File: config.mk
export PLATFORM = sky130hd
export DESIGN_NAME = instr_loader
export DESIGN_NICKNAME = d
export VERILOG_FILES = /design/src/rtl/instr_loader_pkg.sv /design/src/rtl/instr_word_packer.sv /design/src/rtl/instr_loader.sv
export SDC_FILE = /design/constraint.sdc
export NUM_CORES = 1
export LEC_CHECK = 0
export ABC_CLOCK_PERIOD_IN_PS = 3900
export CAP_MARGIN = 40
export CORE_ASPECT_RATIO = 1.1
export CORE_MARGIN = 2
export CORE_UTILIZATION = 40
export CTS_CLUSTER_DIAMETER = 40
export DETAILED_ROUTE_END_ITERATION = 10
export PLACE_DENSITY = 0.65
export REMOVE_ABC_BUFFERS = 1
export SLEW_MARGIN = 10
export SYNTH_ARGS = -nofsm -noshare
export SYNTH_HDL_FRONTEND = slang
export SYNTH_SLANG_ARGS = --single-unit
File: constraint.sdc
create_clock -name clk -period 3.9 [get_ports clk]
set_clock_uncertainty 0.2 [all_clocks]
set_input_delay 1.17 -clock clk [delete_from_list [all_inputs] [get_ports clk]]
set_output_delay 1.17 -clock clk [all_outputs]
set_load 0.02 [all_outputs]
File: src/rtl/instr_loader_pkg.sv
// ============================================================================
// Module   : instr_loader_pkg
// Purpose  : Shared state encoding and word-geometry constants for the loader.
// Revision : 1.0 - initial release
// ============================================================================
`default_nettype none

package instr_loader_pkg;

  localparam int BYTES_PER_WORD = 4;
  localparam int c_BYTE_IDX_W   = $clog2(BYTES_PER_WORD);

  typedef enum logic [2:0] {
    ST_IDLE  = 3'd0,
    ST_COUNT = 3'd1,
    ST_DATA  = 3'd2,
    ST_CHECK = 3'd3,
    ST_DONE  = 3'd4,
    ST_ERROR = 3'd5
  } state_t;

endpackage

`default_nettype wire

File: src/rtl/instr_word_packer.sv
// ============================================================================
// Module   : instr_word_packer
// Purpose  : Packs MSB-first bytes into 32-bit words and flags the last byte.
// Revision : 1.0 - initial release
// ============================================================================
`default_nettype none

module instr_word_packer
  import instr_loader_pkg::*;
(
  input  logic        clk,
  input  logic        rst,
  input  logic        clear,
  input  logic        byte_en,
  input  logic [7:0]  byte_in,
  output logic [31:0] word,
  output logic        word_done
);

  localparam logic [c_BYTE_IDX_W-1:0] c_LAST_IDX = c_BYTE_IDX_W'(BYTES_PER_WORD - 1);

  logic [23:0]             r_shift;
  logic [c_BYTE_IDX_W-1:0] r_idx;

  // The completed word includes the byte arriving this cycle, so the top
  // level can capture it on the same edge that accepts the final byte.
  assign word_done = byte_en && (r_idx == c_LAST_IDX);
  assign word      = {r_shift, byte_in};

  always_ff @(posedge clk or posedge rst) begin
    if (rst) begin
      r_shift <= '0;
      r_idx   <= '0;
    end else if (clear) begin
      r_shift <= '0;
      r_idx   <= '0;
    end else if (byte_en) begin
      r_shift <= {r_shift[15:0], byte_in};
      r_idx   <= r_idx + c_BYTE_IDX_W'(1);
    end
  end

endmodule

`default_nettype wire

File: src/rtl/instr_loader.sv
// ============================================================================
// Module   : instr_loader
// Purpose  : Loads a checksummed byte-stream program into instruction RAM.
// Revision : 1.0 - initial release
// ============================================================================
`default_nettype none

module instr_loader
  import instr_loader_pkg::*;
#(
  parameter int ADDR_W = 8
) (
  input  logic              clk,
  input  logic              rst,
  input  logic              start,
  input  logic [7:0]        byte_in,
  input  logic              byte_valid,
  output logic              byte_ready,
  output logic              mem_we,
  output logic [ADDR_W-1:0] mem_wa,
  output logic [31:0]       mem_wd,
  output logic              cpu_hold,
  output logic              done,
  output logic              error,
  output logic [ADDR_W-1:0] words_written
);

  state_t r_state;
  state_t w_next;

  logic              r_mem_we;
  logic [ADDR_W-1:0] r_mem_wa;
  logic [31:0]       r_mem_wd;
  logic              r_cpu_hold;
  logic              r_done;
  logic              r_error;
  logic [ADDR_W-1:0] r_words;
  logic [7:0]        r_count;
  logic [7:0]        r_chk;

  logic        w_accept;
  logic        w_start_ok;
  logic        w_data_en;
  logic        w_word_done;
  logic        w_last_word;
  logic [31:0] w_word;

  assign byte_ready  = (r_state == ST_COUNT) || (r_state == ST_DATA) || (r_state == ST_CHECK);
  assign w_accept    = byte_valid && byte_ready;
  assign w_start_ok  = start && ((r_state == ST_IDLE) || (r_state == ST_DONE) ||
                                 (r_state == ST_ERROR));
  assign w_data_en   = w_accept && (r_state == ST_DATA);
  assign w_last_word = (r_words + ADDR_W'(1)) == ADDR_W'(r_count);

  instr_word_packer u_packer (
    .clk       (clk),
    .rst       (rst),
    .clear     (w_start_ok),
    .byte_en   (w_data_en),
    .byte_in   (byte_in),
    .word      (w_word),
    .word_done (w_word_done)
  );

  always_ff @(posedge clk or posedge rst) begin
    if (rst) r_state <= ST_IDLE;
    else     r_state <= w_next;
  end

  always_comb begin
    w_next = r_state;
    case (r_state)
      ST_IDLE, ST_DONE, ST_ERROR: begin
        if (start) w_next = ST_COUNT;
      end
      ST_COUNT: begin
        if (w_accept) w_next = (byte_in == 8'd0) ? ST_CHECK : ST_DATA;
      end
      ST_DATA: begin
        if (w_word_done && w_last_word) w_next = ST_CHECK;
      end
      ST_CHECK: begin
        if (w_accept) w_next = (byte_in == r_chk) ? ST_DONE : ST_ERROR;
      end
      default: w_next = ST_IDLE;
    endcase
  end

  // Start and byte acceptance are mutually exclusive by state, so their
  // register updates never collide.
  always_ff @(posedge clk or posedge rst) begin
    if (rst) begin
      r_mem_we   <= 1'b0;
      r_mem_wa   <= '0;
      r_mem_wd   <= '0;
      r_cpu_hold <= 1'b1;
      r_done     <= 1'b0;
      r_error    <= 1'b0;
      r_words    <= '0;
      r_count    <= '0;
      r_chk      <= '0;
    end else begin
      r_mem_we <= 1'b0;

      if (w_start_ok) begin
        r_words    <= '0;
        r_chk      <= '0;
        r_cpu_hold <= 1'b1;
        r_done     <= 1'b0;
        r_error    <= 1'b0;
      end

      if (w_accept) begin
        case (r_state)
          ST_COUNT: begin
            r_count <= byte_in;
            r_chk   <= byte_in;
          end
          ST_DATA: r_chk <= r_chk ^ byte_in;
          ST_CHECK: begin
            if (byte_in == r_chk) begin
              r_done     <= 1'b1;
              r_cpu_hold <= 1'b0;
            end else begin
              r_error <= 1'b1;
            end
          end
          default: ;
        endcase
      end

      if (w_word_done) begin
        r_mem_we <= 1'b1;
        r_mem_wa <= r_words;
        r_mem_wd <= w_word;
        r_words  <= r_words + ADDR_W'(1);
      end
    end
  end

  assign mem_we        = r_mem_we;
  assign mem_wa        = r_mem_wa;
  assign mem_wd        = r_mem_wd;
  assign cpu_hold      = r_cpu_hold;
  assign done          = r_done;
  assign error         = r_error;
  assign words_written = r_words;

endmodule

`default_nettype wire

After elaboration in Yosys (flattened, before gate mapping)
Index checks and enable logic that the tools add are counted.
- flip-flop bits (word level): 97
- bits in latches: 0
- bits in writable memories: 0
- ROM bits: 0
- input bits: 12
- output and inout port bits: 53
- word-level logic and storage cells: 72
- memories: 0
- add/subtract/negate cells: 2
- multipliers: 0
- divide/modulo/power cells: 0
- order comparisons: 0
- equal/unequal tests: 12
- shift-type cells: 0
- multiplexer cells: 29
- bitwise operators: 1
- reductions and logical operators: 16
- operators by type and width (kind ; count):
    24-bit two-way mux ; 2
    8-bit two-way mux ; 4
    8-bit == test ; 2
    8-bit one-hot mux with 2 select lines ; 1
    1-bit two-way mux ; 15
    3-bit two-way mux ; 4
    3-bit one-hot mux with 4 select lines ; 1
    8-bit by 1-bit adder with 8-bit output, second input constant ; 1
    8-bit logical NOT ; 1
    8-bit XOR ; 1
    3-bit by 2-bit == test with 1-bit output, second input constant ; 2
    3-bit == test, second input constant ; 2
    2-bit != test, second input constant ; 3
    1-bit logical AND ; 5
    1-bit logical OR ; 4
    2-bit two-way mux ; 2
    4-bit AND reduction ; 1
    2-bit nonzero test ; 2
    3-bit by 1-bit == test with 1-bit output, second input constant ; 1
    3-bit logical NOT ; 1
    3-bit OR reduction ; 1
    2-bit by 1-bit adder with 2-bit output, second input constant ; 1
    2-bit == test, second input constant ; 1
    2-bit by 1-bit != test with 1-bit output, second input constant ; 1
    2-bit AND reduction ; 1

Logic depth before layout (Yosys ltp)
- word-level depth: 9
- gate-level depth with buffers: 9
- depth with buffers taken out: 6

By module
From an unflattened synthesis, not the netlist that was laid out.
- cell total of the unflattened synthesis: 408
- area total of the unflattened synthesis: 4579.4 um^2
- by module, submodules not included (module ; instances ; cells each ; area each (um^2) ; sequential area each (um^2)):
    instr_loader ; 1 ; 313 ; 3420.8 ; 1778.0
    instr_word_packer ; 1 ; 95 ; 1158.6 ; 650.6

Least setup slack after synthesis
Ideal clock, no wire load.
- path type: input -> register
- start: input byte_valid
- end: register r_state[0]
- setup time: 0.094 ns
- arrival: 2.387 ns
- slack: 1.220 ns
- stages on the path: 7
- buffers on the path: 2
- cell sequence: buf_4 and4bb_1 buf_2 nand4_1 a2111oi_4 o221ai_2 a221oi_2
- cells in the longest elaborated chain, start to end: 6
- elaborated cells between the ends (all ways): 8
- those cells by class: eq/ne: 3; reduce/logical: 5
- RTL lines (item ; line ; text):
    from (decl) ; instr_loader.sv:17 ; input logic byte_valid,
    1-bit logical AND (*) ; instr_loader.sv:49 ; assign w_accept = byte_valid && byte_ready;
    1-bit logical AND ; instr_loader.sv:52 ; assign w_data_en = w_accept && (r_state == ST_DATA);
    1-bit logical AND ; instr_word_packer.sv:27 ; assign word_done = byte_en && (r_idx == c_LAST_IDX);
    1-bit logical AND ; instr_loader.sv:80 ; if (w_word_done && w_last_word) w_next = ST_CHECK;
    2-bit by 1-bit != test with 1-bit output (no line) ; -- ;
    4-bit AND reduction (no line) (*) ; -- ;
    to (signal assigned) ; instr_loader.sv:67 ; else r_state <= w_next;
    to (decl) ; instr_loader.sv:28 ; state_t r_state;
Mark *: on every way between the ends. The rest lies on a longest branch, timed or not.
A chain may end at the register's enable or synchronous reset.

Worst setup path after layout
- start: register r_state[1]
- end: output byte_ready
- cells in the longest elaborated chain, start to end: 3
- elaborated cells between the ends (all ways): 5
- those cells by class: eq/ne: 3; reduce/logical: 2
- RTL lines (item ; line ; text):
    3-bit by 1-bit == test with 1-bit output / 3-bit by 2-bit == test with 1-bit output (equally long branches) ; instr_loader.sv:48 ; assign byte_ready = (r_state == ST_COUNT) || (r_state == ST_DATA) || (r_state == ST_CHECK);
    1-bit logical OR ; instr_loader.sv:48 ;
    1-bit logical OR (*) ; instr_loader.sv:48 ;
    to (decl) ; instr_loader.sv:18 ; output logic byte_ready,
Marked as above.

==> summary.txt <==
Synthesis
  • Commonest register cell after synthesis: dfrtp_1
  • Yosys cell types: 46
  • Syn Std Cell Area: 4390 µm²
  • #FFs+latches synth: between 90 and 100
  • Yosys warns: 0
  • Sequential share of the synthesized area: between 50% and 60%
  • Post-Syn Area per Cell: 9.38 µm²
  • Synth top area share: between 50% and 60%
  • Cell taking the most area after synthesis: dfrtp_1
  • Post-synth EDFFs: 0
  • Post-synthesis async set-or-reset flop share: between 90% and 100%
  • Top post-synthesis cells by area: dfrtp_1 (55%), nand2_1 (13%), a21oi_1 (3.4%)
  • Synthesized instance count: about 470

Floorplan
  • Starting density of the core: about two fifths
  • Core area: 10800 µm²
  • Io pins: between 60 and 70
  • Die area: 11800 µm²
  • Die height: 114 µm
  • # rows: 40
  • Die W: approximately 100 µm

Global route
  • Antenna violations before repair: 0
  • Maximum number of pins on one net before global-route repair: between 40 and 50
  • GRT overflow: 0
  • First-pass GRT wire length: about 17 mm
  • Vias in the first global route: 3297
  • Tot GR Track Use: roughly 18%

Min path
  • Worst hold path type: reg2reg

Timing
  • Peak Freq: around 320 MHz
  • RSZ-0062 raised after global routing: false
  • Final setup margin: around 760 ps
  • Tmin final: 3140 ps
  • Final hold vios: 0
  • Final Cycle Share: approximately four fifths
  • Final count of pins violating max slew: 0
  • Tightest Pin Transition: 594 ps
  • Rel. slew slack: about three fifths
  • Final setup viols: 0

Critical path
  • Critical Path RT: about 2500 ps
  • Worst-path fanout max: 12
  • CP arrival: around 1800 ps
  • CP endpoint kind: output pin
  • Worst setup SP type: register
  • Crit path kind: reg2out

Finish
  • Final #Nets: between 500 and 600
  • Area taken by multi-input logic gates: ~1800 µm²
  • Fill count: 1025
  • Final Cell Area: roughly 5500 µm²
  • Layout cells sized above 1: approximately 9%
  • Area added between synthesis and finish: 24.6%
  • Storage cell area: about 2400 µm²
  • Antenna cells: 0

Drt
  • DRT Pass-1 Iters: 4
  • Remaining routing DRC violations: 0
  • Final ANT Viol Nets: 0
  • Number of DRC markers in iteration 0: 142
  • Via Count: around 3.4k
  • DR vias/cell: approximately 5
  • DR WL/cell: 14.4 µm
  • Drt total wl: approximately 9.8 mm

Place
  • Post-place instance area: between 5000 and 6000 µm²
  • DP Worst Slack: 642 ps
  • Final GP Congestion: between 0.8 and 0.9
  • Port buffer count: 64
  • DPL Wire Length: roughly 6.6 mm

Pwr
  • Leakage power: 2.51 nW
  • Power Density: ~600 nW/µm²
  • Maximum VDD drop: 0.320 mV
  • Total power: between 3 and 4 mW

Flow run
  • Max_cap viols: 0

CTS
  • Post-cts sizing count: 0
  • H-Tree Depth: 3
  • Post-CTS Setup Inserts: 0
  • TritonCTS sink count: 97
  • TritonCTS clock tree: yes
  • CTS Root Cell: clkbuf_16
  • CTS buffer count: 9
  • Clk pin slew, worst setup/hold paths: roughly 70 ps
  • Hold_buf cts: 0
  • Clock buffer depth: 2
  • Clock latency on the worst-skew pair: 340 ps

Run status
  • Status: finished clean
==> final cells by class <==
type / instances / share of cell area (%)
Inverter: 6 / 0.457
Clock inverter: 5 / 0.755
Clock buffer: 11 / 4.25
Timing Repair Buffer: 76 / 13.4
Sequential cell: 97 / 44.4
Tap cell: 147 / 3.36
Multi-Input combinational cell: 340 / 33.4
==> per-stage QoR <==
step / hold slack (ps) / setup TNS [ps] / utilization (%) / std cells
final: 269 / 0 / 50.6 / 682
after global routing: 300 / 0 / 50.6 / 682
after CTS: 273 / 0 / 50.6 / 682
after detailed placement: 257 / 0 / 48.1 / 666
after global placement: 251 / 0 / 48.1 / 666
after floorplan: 238 / -199 / - / 443
==> cells in the final DEF, fill, tap and decap left out, types with 4 or more instances in the layout <==
master           count
buf_4               12
nor4_1               4
o21ai_1             15
inv_1                4
nor2_1              27
clkdlybuf4s50_1     64
nand2_1            154
dfrtp_1             96
mux2_2              12
mux2_1              10
nand2b_1             4
xnor2_1              7
o21ai_0             18
nand3_1             12
xor2_1              11
a21oi_1             30
clkbuf_16            9
==> registers in the layout, indices dropped and copies added (netlist names) <==
| name | flops |
|---|---|
| u_packer.r_shift | 24 |
| mem_wd | 32 |
| r_chk | 8 |
| mem_we | 1 |
| cpu_hold | 1 |
| error | 1 |
| r_count | 8 |
| words_written | 8 |
| done | 1 |
| mem_wa | 8 |
| r_state | 3 |
| u_packer.r_idx | 2 |
==> final timing paths <==
check                           slack, ps              endpoint  cells past startpoint            startpoint
worst max-delay path                  760            byte_ready                      3            r_state[1]
worst min-delay path                  270            mem_wd[25]                      2  u_packer.r_shift[17]
worst max register to register       1520            r_state[0]                      6      words_written[0]
worst min register to register        270            mem_wd[25]                      2  u_packer.r_shift[17]
max in group asynchronous            1720  u_packer.r_shift[13]                      3                   rst
min in group asynchronous            1060            mem_wd[12]                      2                   rst
==> where the power goes <==
group,internal (mW),switching [mW]
Sequential,1.24,0.209
Clock,0.438,0.378
Combinational,0.425,0.532
==> synthesized netlist by cell type (3+ instances only) <==
cell type,instances
clkbuf_1,10
inv_1,5
xor2_1,11
a21oi_1,30
nand3_1,12
nand2_1,154
dfrtp_1,96
buf_2,11
mux2_2,12
xnor2_1,7
mux2_1,10
nand2b_1,4
o21ai_0,18
o21ai_1,15
nand4b_1,3
or3_1,3
nor4_1,4
buf_1,3
nor2_1,27
==> per-layer routing <==
layer	global-route usage [%]	vias to the layer above	wire, µm
li1	-	1676	-
met1	23.3	1657	4460
met2	28.8	67	4910
met3	3.26	12	328
met4	6.58	0	134
met5	0	-	0
==> critical path: stages, from the launching register on <==
cell and delay [ps]:
dfrtp_1 550, nor2_1 90, nor2_1 160, clkdlybuf4s50_1 630
==> logic make-up after synthesis <==
| family | count (synthesis) | share of synthesized area, % |
|---|---|---|
| simple gates | 224 | 21.8 |
| flops | 97 | 55.3 |
| compound gates | 74 | 10.0 |
| buf+inv | 31 | 3.05 |
| mux | 22 | 5.64 |
| xor+xnor | 18 | 3.59 |
| fa+ha+maj | 2 | 0.570 |
No activity file was read; power rests on OpenSTA's default activity.
